--- src/rtl/ysyx_22050019_ifu.sv ---
`timescale 1ns/1ps
// ysyx_22050019_ifu: instruction fetch unit sitting in front of the icache.
// Holds the PC, issues one fetch at a time on the icache ar channel, selects
// the 32-bit instruction out of the returned 64-bit beat by pc[2], and hands
// {inst, pc, err} to decode over a valid/ready handshake. Redirects are taken
// in any state; a response that was already in flight when a redirect hit is
// drained and thrown away.
// Ports:
//   clk, rst (async, active-low)
//   ar_valid_o/ar_ready_i/ar_addr_o               icache request channel
//   r_data_valid_i/r_data_ready_o/r_resp_i/r_data_i  icache response channel
//   redirect_valid_i/redirect_pc_i                 branch/jump/trap redirect
//   inst_valid_o/inst_ready_i/inst_o/inst_pc_o/fetch_err_o  decode interface
module ysyx_22050019_ifu #(
  parameter int unsigned ADDR_WIDTH = 64,
  parameter int unsigned DATA_WIDTH = 64,
  parameter int unsigned INST_WIDTH = 32,
  parameter logic [ADDR_WIDTH-1:0] RESET_PC = ADDR_WIDTH'(64'h8000_0000)
) (
  input  logic                  clk,
  input  logic                  rst,
  output logic                  ar_valid_o,
  input  logic                  ar_ready_i,
  output logic [ADDR_WIDTH-1:0] ar_addr_o,
  input  logic                  r_data_valid_i,
  output logic                  r_data_ready_o,
  input  logic [1:0]            r_resp_i,
  input  logic [DATA_WIDTH-1:0] r_data_i,
  input  logic                  redirect_valid_i,
  input  logic [ADDR_WIDTH-1:0] redirect_pc_i,
  output logic                  inst_valid_o,
  input  logic                  inst_ready_i,
  output logic [INST_WIDTH-1:0] inst_o,
  output logic [ADDR_WIDTH-1:0] inst_pc_o,
  output logic                  fetch_err_o
);

  typedef enum logic [2:0] {
    S_IDLE = 3'd0,
    S_REQ  = 3'd1,
    S_WAIT = 3'd2,
    S_HOLD = 3'd3,
    S_DROP = 3'd4
  } state_e;

  state_e                state_q, state_d;
  logic [ADDR_WIDTH-1:0] pc_q, pc_d;
  logic [INST_WIDTH-1:0] inst_q, inst_d;
  logic [ADDR_WIDTH-1:0] inst_pc_q, inst_pc_d;
  logic                  err_q, err_d;
  logic                  ar_valid_q, ar_valid_d;
  logic                  r_ready_q, r_ready_d;
  logic                  inst_valid_q, inst_valid_d;

  logic [ADDR_WIDTH-1:0] redirect_pc_c;
  logic [INST_WIDTH-1:0] beat_word_c;

  // Redirect targets are forced to 4-byte alignment.
  assign redirect_pc_c = redirect_pc_i & ~ADDR_WIDTH'(3);
  // Pick the 32-bit half of the aligned beat addressed by pc[2].
  assign beat_word_c   = pc_q[2] ? r_data_i[DATA_WIDTH-1:INST_WIDTH]
                                 : r_data_i[INST_WIDTH-1:0];

  // Next-state, PC and payload update; redirect overrides every pc update.
  always_comb begin
    state_d   = state_q;
    pc_d      = pc_q;
    inst_d    = inst_q;
    inst_pc_d = inst_pc_q;
    err_d     = err_q;

    if (redirect_valid_i) begin
      pc_d = redirect_pc_c;
    end

    case (state_q)
      S_IDLE: state_d = S_REQ;
      S_REQ: begin
        if (ar_valid_q && ar_ready_i) begin
          // A request accepted alongside a redirect fetches the old pc.
          state_d = redirect_valid_i ? S_DROP : S_WAIT;
        end
      end
      S_WAIT: begin
        if (redirect_valid_i) begin
          state_d = r_data_valid_i ? S_REQ : S_DROP;
        end else if (r_data_valid_i) begin
          state_d   = S_HOLD;
          inst_d    = beat_word_c;
          inst_pc_d = pc_q;
          err_d     = |r_resp_i;
        end
      end
      S_HOLD: begin
        if (redirect_valid_i) begin
          state_d = S_REQ;
        end else if (inst_valid_q && inst_ready_i) begin
          state_d = S_REQ;
          pc_d    = pc_q + ADDR_WIDTH'(4);
        end
      end
      S_DROP: begin
        if (r_data_valid_i) begin
          state_d = S_REQ;
        end
      end
      default: state_d = S_IDLE;
    endcase

    ar_valid_d   = (state_d == S_REQ);
    r_ready_d    = (state_d == S_WAIT) || (state_d == S_DROP);
    inst_valid_d = (state_d == S_HOLD);
  end

  // State and registered outputs.
  always_ff @(posedge clk or negedge rst) begin
    if (!rst) begin
      state_q      <= S_IDLE;
      pc_q         <= RESET_PC;
      inst_q       <= '0;
      inst_pc_q    <= RESET_PC;
      err_q        <= 1'b0;
      ar_valid_q   <= 1'b0;
      r_ready_q    <= 1'b0;
      inst_valid_q <= 1'b0;
    end else begin
      state_q      <= state_d;
      pc_q         <= pc_d;
      inst_q       <= inst_d;
      inst_pc_q    <= inst_pc_d;
      err_q        <= err_d;
      ar_valid_q   <= ar_valid_d;
      r_ready_q    <= r_ready_d;
      inst_valid_q <= inst_valid_d;
    end
  end

  assign ar_valid_o     = ar_valid_q;
  assign ar_addr_o      = pc_q;
  assign r_data_ready_o = r_ready_q;
  assign inst_valid_o   = inst_valid_q;
  assign inst_o         = inst_q;
  assign inst_pc_o      = inst_pc_q;
  assign fetch_err_o    = err_q;

endmodule

--- config.mk ---
export PLATFORM = sky130hd
export DESIGN_NAME = ysyx_22050019_ifu
export DESIGN_NICKNAME = d
export VERILOG_FILES = /design/src/rtl/ysyx_22050019_ifu.sv
export SDC_FILE = /design/constraint.sdc
export NUM_CORES = 1
export LEC_CHECK = 0
export BUFFER_PORTS_ARGS = -buffer_cell sky130_fd_sc_hd__buf_4
export CAP_MARGIN = 15
export CORE_ASPECT_RATIO = 0.5
export CORE_UTILIZATION = 50
export CTS_BUF_LIST = sky130_fd_sc_hd__clkbuf_16
export DETAILED_ROUTE_END_ITERATION = 6
export PLACE_DENSITY = 0.81
export SETUP_SLACK_MARGIN = 0.02
export SLEW_MARGIN = 20
export SYNTH_ARGS = -nofsm -noshare
export SYNTH_HDL_FRONTEND = slang
export SYNTH_SLANG_ARGS = --single-unit
--- constraint.sdc ---
create_clock -name clk -period 2.9 [get_ports clk]
set_clock_uncertainty 0.15 [all_clocks]
set_input_delay 0 -clock clk [delete_from_list [all_inputs] [get_ports clk]]
set_output_delay 0 -clock clk [all_outputs]
set_load 0.01 [all_outputs]
-- After elaboration in Yosys (flattened, before gate mapping)
Cells that the tools add are included.
- add/sub/neg operators: 1
- equal/unequal tests: 8
- mux-type cells: 14
- bitwise logic cells: 1
- reduce and logical (&&, ||, !) cells: 6
- operators by type and width (kind ; count):
    two-way mux 64 bit ; 4
    adder 64 x 3 -> 64 bit (second input constant) ; 1
    two-way mux 32 bit ; 1
    two-way mux 3 bit ; 8
    case mux 3 bit (5 select lines) ; 1
    equality test 3 x 2 -> 1 bit (second input constant) ; 4
    equality test 3 x 1 -> 1 bit (second input constant) ; 2
    equality test 3 bit (second input constant) ; 2
    zero test 3 bit ; 1
    AND reduction 3 bit ; 1
    logical AND 1 bit ; 2
    OR reduction 2 bit ; 1
    logical OR 1 bit ; 1
    NOT 1 bit ; 1
- register bits: 167
- bits of input ports: 136
- logic and storage cells: 38

-- Logic depth before layout (Yosys ltp)
- depth after elaboration: 6
- gate-level depth with buffers: 7

-- Worst setup path after synthesis
OpenSTA, ideal clock, no wires.
- kind: register -> register
- start point: register pc_q[2], in the netlist ar_addr_o[2]
- end point: register pc_q[63], in the netlist ar_addr_o[63]
- library setup time: 0.124 ns
- arrival time: 1.975 ns
- slack: 0.651 ns
- cell stages (with the launch flop): 8
- buffers on the path: 2
- cells stage by stage: dfrtp_1 buf_2 nand4b_1 or4_4 buf_6 nor4_4 a31oi_1 o31a_1
- cells in the longest elaborated chain, start to end: 4
- ends and longest elaborated chain (element ; line ; RTL):
    start: declaration ; 47 ; logic [ADDR_WIDTH-1:0] pc_q, pc_d;
    start signal: assignment ; 128 ; pc_q <= pc_d;
    adder 64 x 3 -> 64 bit ; 99 ; pc_d = pc_q + ADDR_WIDTH'(4);
    two-way mux 64 bit ; 97 ; end else if (inst_valid_q && inst_ready_i) begin
    two-way mux 64 bit ; 95 ; if (redirect_valid_i) begin
    two-way mux 64 bit ; 76 ; case (state_q)
    net pc_d[63] ; 47 ;
The timed path passes the listed nets, and every way through them passes these cells.
A chain may end at the register's enable or synchronous reset.

-- Final worst setup path
- start point: register pc_q[10], in the netlist ar_addr_o[10]
- end point: register pc_q[32], in the netlist ar_addr_o[32]
Same word-level chain as after synthesis.

==> metrics.md <==
| Metric | Value |
|---|---|
| Die outline width | `about 180 microns` |
| Class of the worst hold path | `in -> async` |
| Internal power summed over all cells | `5670 uW` |
| Power density over the cells | `664 mW/mm^2` |
| Post-route antenna net violation count | `0` |
| Sum of overflow across all layers after global routing | `0` |
| Pre-Repair DR Iteration Count | `7` |
| Final slew viol count | `0` |
| Clock buffers created by TritonCTS | `17` |
| Biggest fanout along the worst timing path | `11` |
| Worst supply voltage drop on vdd | `0.000386 V` |
| Cell at the root of the clock tree | `clkbuf_16` |
| Mean number of vias per cell | `5.51` |
| Most frequent cells in the layout | `310 x buf_4, 164 x dfrtp_1, 138 x dlygate4sd3_1` |
| Clock network fraction of total power | `28.0%` |
| Type of element capturing the critical path | `register` |
| Area after detailed placement | `0.0104 sq mm` |
| Number of hold violations in the final report | `0` |
| Setup Total Neg Slack | `0 ps` |
| I/O pin count | `300` |
| Count of placed standard cells in the final layout, fillers left out | `1390` |
| Clk buf depth | `2` |
| Vert. Die Dim | `around 91 microns` |
| Clock latency at the later pin of the worst-skew pair | `430 ps` |
| Post-synthesis instance total | `739` |
| Critical path's largest stage delay | `570 ps` |
| Most common cell after layout, fill and taps aside | `buf_4` |
| Outcome | `finished, violations left` |
| CTS tree | `built` |
| Predominant post-synthesis flop cell | `dfrtp_1` |
| Leakage power | `0.00590 uW` |
| Sink count of the clock tree | `about 170` |
| Sequential fraction of the synthesis area | `52.8%` |
| Finished Cell Area | `0.0124 sq mm` |
| Net switching power | `~2600 uW` |
| Number of rows created at floorplan | `32` |
| Area Growth Syn to Fin | `56.7%` |
| Number of DRC markers in iteration 0 | `~450` |
| Proportion of register bits with asynchronous set or reset after synthesis | `100%` |
| DRC errors left | `32` |
| Register area | `0.00418 sq mm` |
| Number of H-tree branching levels | `4` |
| Remaining max-slew budget at the tightest pin | `between 40 and 50%` |
| Share of layout cells above drive strength 1 | `35.9%` |
| Number of warning messages in the yosys log | `0` |
| Pin count of the biggest net entering global routing | `95` |
| Unrepaired setup endpoints after global routing | `false` |
| Total Die Area | `around 0.016 sq mm` |
| Data arrival time of the critical path | `2830 ps` |
| Global-route total usage across every layer | `30.9%` |
| Buffers on Ports | `297` |
| Worst path slowest cell | `dlygate4sd3_1` |
| Endpoints failing setup | `0` |
| Clock slew at reported path FFs | `roughly 70 ps` |
| First-pass GRT wire length | `39800 microns` |
| Switching share of total power | `31.2%` |
| Initial antenna violation count | `0` |
| Clock period minus worst slack | `2670 ps` |
| Area of combinational cells with multiple inputs | `0.00357 sq mm` |
| Violations in the final reports | `design-rule violations` |
| Placer congestion estimate | `0.869` |
| Placeable core region | `0.0155 sq mm` |
| Required @ worst endpoint | `roughly 3000 ps` |
| Post-Synthesis Net Count | `876` |
| Share of total power in combinational logic | `30.6%` |
| Measured slew at the worst slew-check pin | `856 ps` |
| Starting Density | `51.2%` |
| Number of global-route vias before repair | `7823` |
| Wire length per cell after detailed routing | `17.9 microns` |
| Routed vias | `roughly 7700` |
| Library cells used by synthesis | `49` |
| Wirelength, routed | `24900 microns` |
| Post-layout nets | `1309` |
| Peak clock frequency supported by timing | `about 370 MHz` |
| Fraction of power consumed by sequential logic | `41.4%` |
| Post-synth design cell area | `0.00792 sq mm` |
| Worst setup path class | `reg -> reg` |
| Post-DP HPWL | `15800 microns` |
| Filler cell count | `932` |
| Final worst path period share | `92.1%` |
| Number of enable-type register cells in the synthesized netlist | `0` |
| Avg Inst Size Synth | `between 10 and 15 sq um` |
| Setup crit start kind | `register` |
| Flip-flop and latch count after synthesis | `167` |
| Tightest hold margin | `9.06 ps` |
| Crit-path cells | `and3_1, nand3_2, buf_4, nor4_1, xnor2_1, a21oi_1, dlygate4sd3_1` |
| Number of maximum-capacitance constraint violations | `0` |
| Cell count after placement | `1219` |
-- kinds of logic after synthesis --
kind of cell	share of synthesized area [%]
mux	13.3
simple gates	18.5
compound gates	8.41
buf+inv	2.29
xor+xnor	4.54
flops	52.8
fa+ha+maj	0.158
-- sequential cells by signal, indices dropped and copies added (netlist names) --
signal          cells
ar_addr_o          64
state_q             3
inst_valid_o        1
r_data_ready_o      1
inst_pc_o          64
ar_valid_o          1
fetch_err_o         1
inst_o             32
-- worst paths after layout --
check	endpoint	slack, ps	cells after the start	startpoint
setup / recovery	ar_addr_o[32]	230	7	ar_addr_o[10]
hold / removal	inst_pc_o[54]	9	2	rst
setup reg to reg	ar_addr_o[32]	230	7	ar_addr_o[10]
hold reg to reg	inst_pc_o[63]	330	2	inst_pc_o[63]
max in group asynchronous	inst_pc_o[31]	1800	3	rst
min in group clk	ar_addr_o[31]	160	4	redirect_valid_i
-- synth_stat cells, types with 5 or more instances --
cell      instances  area (sq um)
a31oi_1          15          93.8
and2_1            5          31.3
and3_1           16           100
and4_1           10          87.6
buf_2             7          35.0
clkbuf_1         26          97.6
dfrtp_1         165          4130
inv_1             5          18.8
mux2_2           63           709
mux2i_1          34           340
nand2_1          98           368
nand2b_1          5          31.3
nand3_1          26           130
nand4_1          22           138
nor2_1           29           109
nor2b_1           6          37.5
nor3_1            8          40.0
nor4_1           13          81.3
o21ai_0          84           420
o21ai_1           5          25.0
o31a_1            5          43.8
or3_1            11          68.8
xnor2_1          22           193
xor2_1           19           166
-- critical path: cells and delay by family, from the launching register on --
| family | cells | cell delay (ps) |
|---|---|---|
| buffers and inverters | 2 | 830 |
| xor gates and xnor gates | 1 | 160 |
| AOI/OAI and AO/OA | 1 | 80 |
| and+or+nand+nor | 3 | 880 |
| DFF | 1 | 440 |
-- power by group through the flow --
stage	registers, uW	clock network (uW)	logic, uW
global route	3490	2440	2710
floorplan	3640	0	703
detailed placement	3430	0	2310
global placement	3390	0	2250
finish	3410	2300	2520
CTS	3390	2340	2500
-- metrics by stage --
step | util, % | power [uW] | worst slack, ps
2_1_floorplan | - | 4340 | 651
3_3_place_gp | 67.5 | 5640 | 449
3_5_place_dp | 67.5 | 5740 | 387
4_1_cts | 80.2 | 8230 | 259
5_1_grt | 80.2 | 8630 | 36.3
6_report | 80.3 | 8230 | 229
-- area by class of cell --
class | instances | share of cell area (%)
flip-flops and latches | 167 | 33.7
repair buffers | 452 | 30.5
multi-input cells | 528 | 28.8
clock buffers | 17 | 3.43
well taps | 204 | 2.06
clock inverters | 15 | 1.35
inverters | 6 | 0.182
diodes | 1 | 0.0202
-- timing repair --
action / in CTS / in global routing
endpoints found under the hold margin: 219 / 0
hold buffers: 138 / 0
resized for setup: 0 / 0
buffers inserted: 0 / 0
-- routing by layer --
layer	wire (microns)	share of wire [%]	vias to the layer above	GRT usage [%]
met4	658	2.6	0	12.4
met2	12600	51	307	54.1
met5	0	0	-	0
met3	1410	5.6	70	5.98
li1	-	-	3526	-
met1	10200	41	3759	37.9
Power figures use the tool's default switching activity.
